$ cat config.mk
export PLATFORM = sky130hd
export DESIGN_NAME = mmss_stopwatch_flat
export DESIGN_NICKNAME = d
export VERILOG_FILES = /design/src/rtl/mmss_stopwatch_pkg.sv /design/src/rtl/mmss_stopwatch_if.sv /design/src/rtl/mmss_stopwatch_debounce.sv /design/src/rtl/mmss_stopwatch.sv /design/src/flat_wrapper.sv
export SDC_FILE = /design/constraint.sdc
export NUM_CORES = 1
export LEC_CHECK = 0
export BUFFER_PORTS_ARGS = -buffer_cell sky130_fd_sc_hd__buf_4
export CAP_MARGIN = 5
export CORE_MARGIN = 5
export CORE_UTILIZATION = 50
export CTS_CLUSTER_DIAMETER = 120
export DETAILED_ROUTE_END_ITERATION = 8
export GPL_TIMING_DRIVEN = 0
export PLACE_DENSITY = 0.65
export SLEW_MARGIN = 20
export SYNTH_ARGS = -nofsm -noshare
export SYNTH_HDL_FRONTEND = slang
export SYNTH_SLANG_ARGS = --single-unit
$ cat constraint.sdc
create_clock -name clock -period 7.06 [get_ports clock]
set_input_delay 1.412 -clock clock [delete_from_list [all_inputs] [get_ports clock]]
set_output_delay 1.412 -clock clock [all_outputs]
set_load 0.01 [all_outputs]
$ cat src/rtl/mmss_stopwatch_pkg.sv
// Shared digit types, 7-segment patterns and BCD step/clamp helpers for the MM:SS stopwatch.
// Pure combinational helpers; no latency, no flow control.
package stopwatch_pkg;

    typedef logic [3:0] bcd_t;

    typedef struct packed {
        bcd_t m_t;
        bcd_t m_u;
        bcd_t s_t;
        bcd_t s_u;
    } digits_t;

    localparam bcd_t    TENS_MAX   = 4'd5;
    localparam bcd_t    UNITS_MAX  = 4'd9;
    localparam digits_t DIGITS_MAX = {TENS_MAX, UNITS_MAX, TENS_MAX, UNITS_MAX};

    // {a,b,c,d,e,f,g}, segment lit = 0
    localparam logic [6:0] SEG_0   = 7'b0000001;
    localparam logic [6:0] SEG_1   = 7'b1001111;
    localparam logic [6:0] SEG_2   = 7'b0010010;
    localparam logic [6:0] SEG_3   = 7'b0000110;
    localparam logic [6:0] SEG_4   = 7'b1001100;
    localparam logic [6:0] SEG_5   = 7'b0100100;
    localparam logic [6:0] SEG_6   = 7'b0100000;
    localparam logic [6:0] SEG_7   = 7'b0001111;
    localparam logic [6:0] SEG_8   = 7'b0000000;
    localparam logic [6:0] SEG_9   = 7'b0000100;
    localparam logic [6:0] SEG_OFF = 7'b1111111;

    function automatic logic [6:0] seg_decode(bcd_t d, logic active_low);
        logic [6:0] pat;
        case (d)
            4'd0:    pat = SEG_0;
            4'd1:    pat = SEG_1;
            4'd2:    pat = SEG_2;
            4'd3:    pat = SEG_3;
            4'd4:    pat = SEG_4;
            4'd5:    pat = SEG_5;
            4'd6:    pat = SEG_6;
            4'd7:    pat = SEG_7;
            4'd8:    pat = SEG_8;
            4'd9:    pat = SEG_9;
            default: pat = SEG_OFF;
        endcase
        return active_low ? pat : ~pat;
    endfunction

    function automatic bcd_t clamp_digit(bcd_t d, bcd_t max);
        return (d > max) ? max : d;
    endfunction

    function automatic logic digit_at_limit(bcd_t v, bcd_t max, logic down);
        return down ? (v == 4'd0) : (v >= max);
    endfunction

    function automatic bcd_t digit_next(bcd_t v, bcd_t max, logic down);
        if (down)
            return (v == 4'd0) ? max : v - 4'd1;
        return (v >= max) ? 4'd0 : v + 4'd1;
    endfunction

    // One count step up or down; each digit rolls only when all lower digits roll.
    function automatic digits_t digits_step(digits_t d, logic down);
        digits_t n;
        logic    c0;
        logic    c1;
        logic    c2;
        c0    = digit_at_limit(d.s_u, UNITS_MAX, down);
        c1    = c0 && digit_at_limit(d.s_t, TENS_MAX, down);
        c2    = c1 && digit_at_limit(d.m_u, UNITS_MAX, down);
        n.s_u = digit_next(d.s_u, UNITS_MAX, down);
        n.s_t = c0 ? digit_next(d.s_t, TENS_MAX, down) : d.s_t;
        n.m_u = c1 ? digit_next(d.m_u, UNITS_MAX, down) : d.m_u;
        n.m_t = c2 ? digit_next(d.m_t, TENS_MAX, down) : d.m_t;
        return n;
    endfunction

endpackage

$ cat src/rtl/mmss_stopwatch_if.sv
// Button inputs and display/status outputs of the stopwatch; COUNTDOWN_EN adds preset/mode/done.
// Plain wires; no latency, no backpressure.
interface mmss_stopwatch_if;
    logic       btn_run;
    logic       btn_lap;
    logic [6:0] hex0;
    logic [6:0] hex1;
    logic [6:0] hex2;
    logic [6:0] hex3;
    logic       running;
    logic       sec_tick;
    logic       wrap;
`ifdef COUNTDOWN_EN
    logic       mode_down;
    logic       load;
    logic [7:0] preset_m;
    logic [7:0] preset_s;
    logic       done;

    modport master (
        output btn_run, btn_lap, mode_down, load, preset_m, preset_s,
        input  hex0, hex1, hex2, hex3, running, sec_tick, wrap, done
    );
    modport slave (
        input  btn_run, btn_lap, mode_down, load, preset_m, preset_s,
        output hex0, hex1, hex2, hex3, running, sec_tick, wrap, done
    );
`else
    modport master (
        output btn_run, btn_lap,
        input  hex0, hex1, hex2, hex3, running, sec_tick, wrap
    );
    modport slave (
        input  btn_run, btn_lap,
        output hex0, hex1, hex2, hex3, running, sec_tick, wrap
    );
`endif
endinterface

$ cat src/rtl/mmss_stopwatch_debounce.sv
// Button conditioner: 2-FF synchroniser, stable-level filter, single-cycle press pulse on accepted rise.
// Latency: press pulse DEBOUNCE_CYCLES+2 cycles after the raw edge; no backpressure.
module btn_debounce #(
    parameter int DEBOUNCE_CYCLES = 1_000_000
) (
    input  logic clock,
    input  logic reset,
    input  logic btn,
    output logic press
);
    localparam int            CW       = (DEBOUNCE_CYCLES > 1) ? $clog2(DEBOUNCE_CYCLES) : 1;
    localparam logic [CW-1:0] CNT_LAST = CW'(DEBOUNCE_CYCLES - 1);

    logic          sync1;
    logic          sync2;
    logic          level;
    logic          armed;
    logic [CW-1:0] cnt;

    // Synchroniser keeps sampling through reset so a held button is seen as held.
    always_ff @(posedge clock) begin
        sync1 <= btn;
        sync2 <= sync1;
    end

    // armed stays low after reset until the button is seen released, so a held key is not re-accepted.
    always_ff @(posedge clock) begin
        if (reset) begin
            level <= 1'b0;
            armed <= 1'b0;
            cnt   <= '0;
            press <= 1'b0;
        end else begin
            press <= 1'b0;
            if (!sync2)
                armed <= 1'b1;
            if (sync2 == level) begin
                cnt <= '0;
            end else if (cnt == CNT_LAST) begin
                cnt   <= '0;
                level <= sync2;
                press <= sync2 && armed;
            end else begin
                cnt <= cnt + 1'b1;
            end
        end
    end
endmodule

$ cat src/rtl/mmss_stopwatch.sv
// MM:SS stopwatch with run/pause and lap hold driving four 7-seg digits; COUNTDOWN_EN adds preset load and count-down.
// Latency: sec_tick/wrap/done one cycle after the step; hex outputs combinational from the shown digits; no backpressure.
module mmss_stopwatch #(
    parameter int CLK_HZ          = 50_000_000,
    parameter int DEBOUNCE_CYCLES = 1_000_000,
    parameter int SEG_ACTIVE_LOW  = 1
) (
    input  logic              clock,
    input  logic              reset,
    mmss_stopwatch_if.slave   sw
);
    import stopwatch_pkg::*;

    localparam int            PW         = (CLK_HZ > 1) ? $clog2(CLK_HZ) : 1;
    localparam logic [PW-1:0] PRESC_LAST = PW'(CLK_HZ - 1);
    localparam logic          ACT_LOW    = (SEG_ACTIVE_LOW != 0);

    logic [PW-1:0] presc;
    digits_t       cur;
    digits_t       disp;
    digits_t       nxt;
    digits_t       shown;
    logic          running_q;
    logic          lap;
    logic          sec_tick_q;
    logic          wrap_q;
    logic          run_press;
    logic          lap_press;
    logic          step;
    logic          down;

    btn_debounce #(.DEBOUNCE_CYCLES(DEBOUNCE_CYCLES)) u_run (
        .clock (clock),
        .reset (reset),
        .btn   (sw.btn_run),
        .press (run_press)
    );

    btn_debounce #(.DEBOUNCE_CYCLES(DEBOUNCE_CYCLES)) u_lap (
        .clock (clock),
        .reset (reset),
        .btn   (sw.btn_lap),
        .press (lap_press)
    );

`ifdef COUNTDOWN_EN
    logic done_q;
    assign down    = sw.mode_down;
    assign sw.done = done_q;
`else
    assign down = 1'b0;
`endif

    // Step decision uses the current running value, so a same-cycle run press toggles afterwards.
    assign step = running_q && (presc == PRESC_LAST);
    assign nxt  = digits_step(cur, down);

    always_ff @(posedge clock) begin
        if (reset) begin
            presc      <= '0;
            cur        <= '0;
            disp       <= '0;
            running_q  <= 1'b0;
            lap        <= 1'b0;
            sec_tick_q <= 1'b0;
            wrap_q     <= 1'b0;
`ifdef COUNTDOWN_EN
            done_q     <= 1'b0;
`endif
        end else begin
            sec_tick_q <= step;
            wrap_q     <= step && !down && (cur == DIGITS_MAX);
            if (running_q)
                presc <= step ? '0 : presc + 1'b1;
            if (lap_press) begin
                lap <= !lap;
                if (!lap)
                    disp <= cur;
            end
`ifdef COUNTDOWN_EN
            done_q <= step && down && (nxt == '0);
            if (step)
                cur <= nxt;
            else if (sw.load && !running_q)
                cur <= {clamp_digit(sw.preset_m[7:4], TENS_MAX), clamp_digit(sw.preset_m[3:0], UNITS_MAX),
                        clamp_digit(sw.preset_s[7:4], TENS_MAX), clamp_digit(sw.preset_s[3:0], UNITS_MAX)};
            if (step && down && (nxt == '0))
                running_q <= 1'b0;
            else if (run_press && !(down && (cur == '0)))
                running_q <= !running_q;
`else
            if (step)
                cur <= nxt;
            if (run_press)
                running_q <= !running_q;
`endif
        end
    end

    assign shown       = lap ? disp : cur;
    assign sw.hex0     = seg_decode(shown.s_u, ACT_LOW);
    assign sw.hex1     = seg_decode(shown.s_t, ACT_LOW);
    assign sw.hex2     = seg_decode(shown.m_u, ACT_LOW);
    assign sw.hex3     = seg_decode(shown.m_t, ACT_LOW);
    assign sw.running  = running_q;
    assign sw.sec_tick = sec_tick_q;
    assign sw.wrap     = wrap_q;
endmodule

$ cat src/flat_wrapper.sv
// flat-port wrapper written by rule: the top's interface ports become plain ports
module mmss_stopwatch_flat import stopwatch_pkg::*;
#(
    parameter int CLK_HZ          = 50_000_000,
    parameter int DEBOUNCE_CYCLES = 1_000_000,
    parameter int SEG_ACTIVE_LOW  = 1
)
  (clock, reset, sw_btn_run, sw_btn_lap, sw_hex0, sw_hex1, sw_hex2, sw_hex3, sw_running, sw_sec_tick, sw_wrap);
  mmss_stopwatch_if sw_i ();
  input  logic clock;
  input  logic reset;
  input wire logic [$bits(sw_i.btn_run)-1:0] sw_btn_run;
  input wire logic [$bits(sw_i.btn_lap)-1:0] sw_btn_lap;
  output wire logic [$bits(sw_i.hex0)-1:0] sw_hex0;
  output wire logic [$bits(sw_i.hex1)-1:0] sw_hex1;
  output wire logic [$bits(sw_i.hex2)-1:0] sw_hex2;
  output wire logic [$bits(sw_i.hex3)-1:0] sw_hex3;
  output wire logic [$bits(sw_i.running)-1:0] sw_running;
  output wire logic [$bits(sw_i.sec_tick)-1:0] sw_sec_tick;
  output wire logic [$bits(sw_i.wrap)-1:0] sw_wrap;
  assign sw_i.btn_run = sw_btn_run;
  assign sw_i.btn_lap = sw_btn_lap;
  assign sw_hex0 = sw_i.hex0;
  assign sw_hex1 = sw_i.hex1;
  assign sw_hex2 = sw_i.hex2;
  assign sw_hex3 = sw_i.hex3;
  assign sw_running = sw_i.running;
  assign sw_sec_tick = sw_i.sec_tick;
  assign sw_wrap = sw_i.wrap;
  mmss_stopwatch #(.CLK_HZ(CLK_HZ), .DEBOUNCE_CYCLES(DEBOUNCE_CYCLES), .SEG_ACTIVE_LOW(SEG_ACTIVE_LOW)) u_core (.clock(clock), .reset(reset), .sw(sw_i));
endmodule
==> reports/metrics.csv <==
stage;metric;value;unit
global_route;grt_pass1_vias;4328;
floorplan;num_io_pins;35;
critical_path;path_common_cell;buf_2;
critical_path;ff2ff_path_depth;6;
final_layout;fillers;1036;
final_layout;area_delta_synth_final;12.89;%
placed_design;place_hpwl;8348;um
cts;ctsHoldBuffers;0;
routing;route.detailed.drc;0;
yosys;ys.flop_type;dfxtp_1;
sta;finClkSkew;0.004460;ns
floorplan;num_rows;39;
cts;post-cts-setup-buffers;0;
floorplan;core-area;0.01132;mm^2
sta;rsz0062_at_grt;no;
final_layout;layout_common_cells;dfxtp_1, nor2_1, nand2_1;
power;p_leak;2.515;nW
sta;worst_pin_slew;0.8087;ns
cts;clockRootBuffer;clkbuf_16;
floorplan;start_util;50.57;%
worst_hold_path;hold_start;u_core.u_run.sync1$_DFF_P_;
global_route;antenna_found_initial;0;
final_layout;layout_commonest_cell;dfxtp_1;
yosys;yosysWarnings;0;
final_layout;multi_input_area;0.003288;mm^2
yosys;synth_top_family_by_area;simple AND/OR/NAND/NOR gates;
critical_path;r2r-start;u_core.presc[8]$_SDFFE_PP0P_;
sta;final-hold-violation-count;0;
yosys;synth_area_per_cell;8.346;um^2
yosys;seq_area_frac_synth;39.16;%
critical_path;cp.arrival;2.81;ns
critical_path;critical_path.slowest_cell;mux2i_1;
routing;vias;4679;
final_layout;seq_area;0.002242;mm^2
yosys;synth.area.mux_share;5.507;%
sta;min_period_over_period;59.74;%
yosys;synth-seq-cells;112;
sta;slew_headroom;45.59;%
global_route;grt_first_pass_wirelength;19440;um
yosys;ys_async_sr_fraction;0;%
flow_run;max_cap_viol_count;0;
sta;setup_violations;0;
final_layout;drive_gt1_share;9.239;%
final_layout;nets;772;
routing;drt_wl_total;11160;um
final_layout;num_antenna_cells;0;
floorplan;die_area;0.01369;mm^2
yosys;synth_compound_area_share;8.457;%
cts;htree_levels;3;
final_layout;final_cells;879;
cts;cts_buffers;9;
critical_path;startpoint;u_core.lap$_SDFFE_PP0P_;
floorplan;dieWidth;117.0;um
yosys;synth_edf_count;0;
placed_design;place_congestion;0.8568;
yosys;syn_nets;727;
run_status;status;finished clean;
routing;drt_first_pass_iters;5;
yosys;synth-xor-area-share;9.484;%
floorplan;die_y;117.0;um
critical_path;cp-end-kind;output port;
critical_path;path_cells;buf_2 -> buf_2 -> mux2i_1 -> inv_1 -> ha_1 -> mux2_2 -> a21oi_1 -> buf_4;
cts;cts_buffer_depth;2;
worst_hold_path;hold_class;reg2reg;
critical_path;crit_required;5.65;ns
routing;drt-initial-drc-count;205;
critical_path;critical-path-max-stage-delay;0.50;ns
sta;period_minus_slack;4.217;ns
critical_path;cp_max_fo;10;
global_route;grt_overflow;0;
sta;fmax;237.1;MHz
yosys;postSynthCellCount;686;
power;ir_drop;0.0001182;V
routing;drtAntennaViolNets;0;
yosys;netlist-cell-type-count;44;
yosys;synthSimpleGateAreaFrac;25.90;%
sta;drv_slew;0;
critical_path;path_class;reg2out;
routing;wl_per_cell;12.70;um
cts;clk_pin_slew;0.07;ns
cts;cts_resized;0;
placed_design;numPortBuffers;34;
cts;cts_tree;yes;
placed_design;dp_cells;863;
cts;cts.sinks;112;
global_route;grt_max_degree;19;
critical_path;startpoint_type;flip-flop;
sta;finalSetupTns;0;ns
routing;via_per_inst;5.323;
global_route;grt_use_total;17.14;%
cts;clk_latency;0.34;ns
worst_hold_path;hold_path_depth;0;
yosys;synth-adder-area-share;8.086;%
yosys;netlist_area;0.005725;mm^2
power;powerDensity;181.3;mW/mm^2
-- layout make-up --
type | instances | share of cell area (%)
Tap cell | 143 | 2.768
Clock buffer | 10 | 3.697
Timing Repair Buffer | 34 | 3.949
Sequential cell | 112 | 34.69
Buffer | 21 | 1.336
Inverter | 29 | 1.684
Multi-Input combinational cell | 524 | 50.87
Clock inverter | 6 | 1.007
-- cells by family after synthesis --
logic type	after synthesis
flops	112
xor+xnor	62
simple gates	304
buf+inv	50
compound gates	90
mux	31
fa+ha+maj	37
-- Yosys cell counts, types with 3 or more instances --
cell | count | share of area [%]
nor3_1 | 9 | 0.79
xnor2_1 | 20 | 3.1
buf_2 | 6 | 0.52
mux2_2 | 4 | 0.79
inv_1 | 29 | 1.9
and4_1 | 4 | 0.61
ha_1 | 37 | 8.1
a21oi_1 | 53 | 4.6
and3_1 | 11 | 1.2
o21ai_0 | 24 | 2.1
nor3b_1 | 3 | 0.39
nand4b_1 | 4 | 0.61
a21o_1 | 3 | 0.39
nor2_1 | 97 | 6.4
mux2i_1 | 27 | 4.7
o31ai_1 | 3 | 0.39
xor2_1 | 42 | 6.4
nor4_1 | 8 | 0.87
or3_1 | 6 | 0.66
nand4_1 | 20 | 2.2
nor2b_1 | 3 | 0.33
nand2b_1 | 5 | 0.55
clkbuf_1 | 14 | 0.92
dfxtp_1 | 112 | 39
nand3_1 | 34 | 3.0
nand2_1 | 86 | 5.6
-- power by group --
part / switching (mW) / internal (mW) / leakage (nW)
clock network: 0.231 / 0.286 / 0.149
logic: 0.0134 / 0.00491 / 1.46
registers: 0.00227 / 0.634 / 0.904
total: 0.246 / 0.926 / 2.51
-- worst max-delay path: cells and delay by family, from the launching register on --
| family | cells | cell delay (ns) |
|---|---|---|
| muxes | 2 | 0.75 |
| DFF | 1 | 0.37 |
| adders and majority gates | 1 | 0.21 |
| AOI/OAI and AO/OA | 1 | 0.18 |
| buffers and inverters | 4 | 0.95 |
-- routing by layer --
layer | vias up | track usage, % | wire (um)
li1 | 2437 | - | -
met1 | 2165 | 21.66 | 5262
met2 | 64 | 30.22 | 5380
met3 | 13 | 2.108 | 364
met4 | 0 | 5.810 | 155
met5 | - | 0 | 0
-- sequential cells by signal, indices dropped and copies added (netlist names), 16 cells and up --
name	flops
u_core.presc	26
u_core.u_lap.cnt	20
u_core.u_run.cnt	20
u_core.cur	16
u_core.disp	16
-- worst paths after layout --
check | to | slack, ns
worst min-delay path | u_core.u_run.sync2$_DFF_P_ | 0.34
worst max-delay path | sw_hex2[2] | 2.84
worst min register to register | u_core.u_run.sync2$_DFF_P_ | 0.34
worst max register to register | u_core.presc[7]$_SDFFE_PP0P_ | 4.85
-- stage by stage --
stage          setup slack [ns]  total power [mW]  hold slack [ns]  utilization, %  area, um^2
6_report                  2.843             1.172           0.3425           57.10        6464
5_1_grt                   2.662             1.215           0.3599           57.10        6464
4_1_cts                   2.812             1.184           0.3412           57.10        6464
3_5_place_dp              3.195            0.6700           0.3235           54.41        6160
3_3_place_gp              3.300            0.6697           0.3104           54.41        6160
2_1_floorplan             3.599            0.6629           0.3096               -        5725
Power figures use the tool's default switching activity.
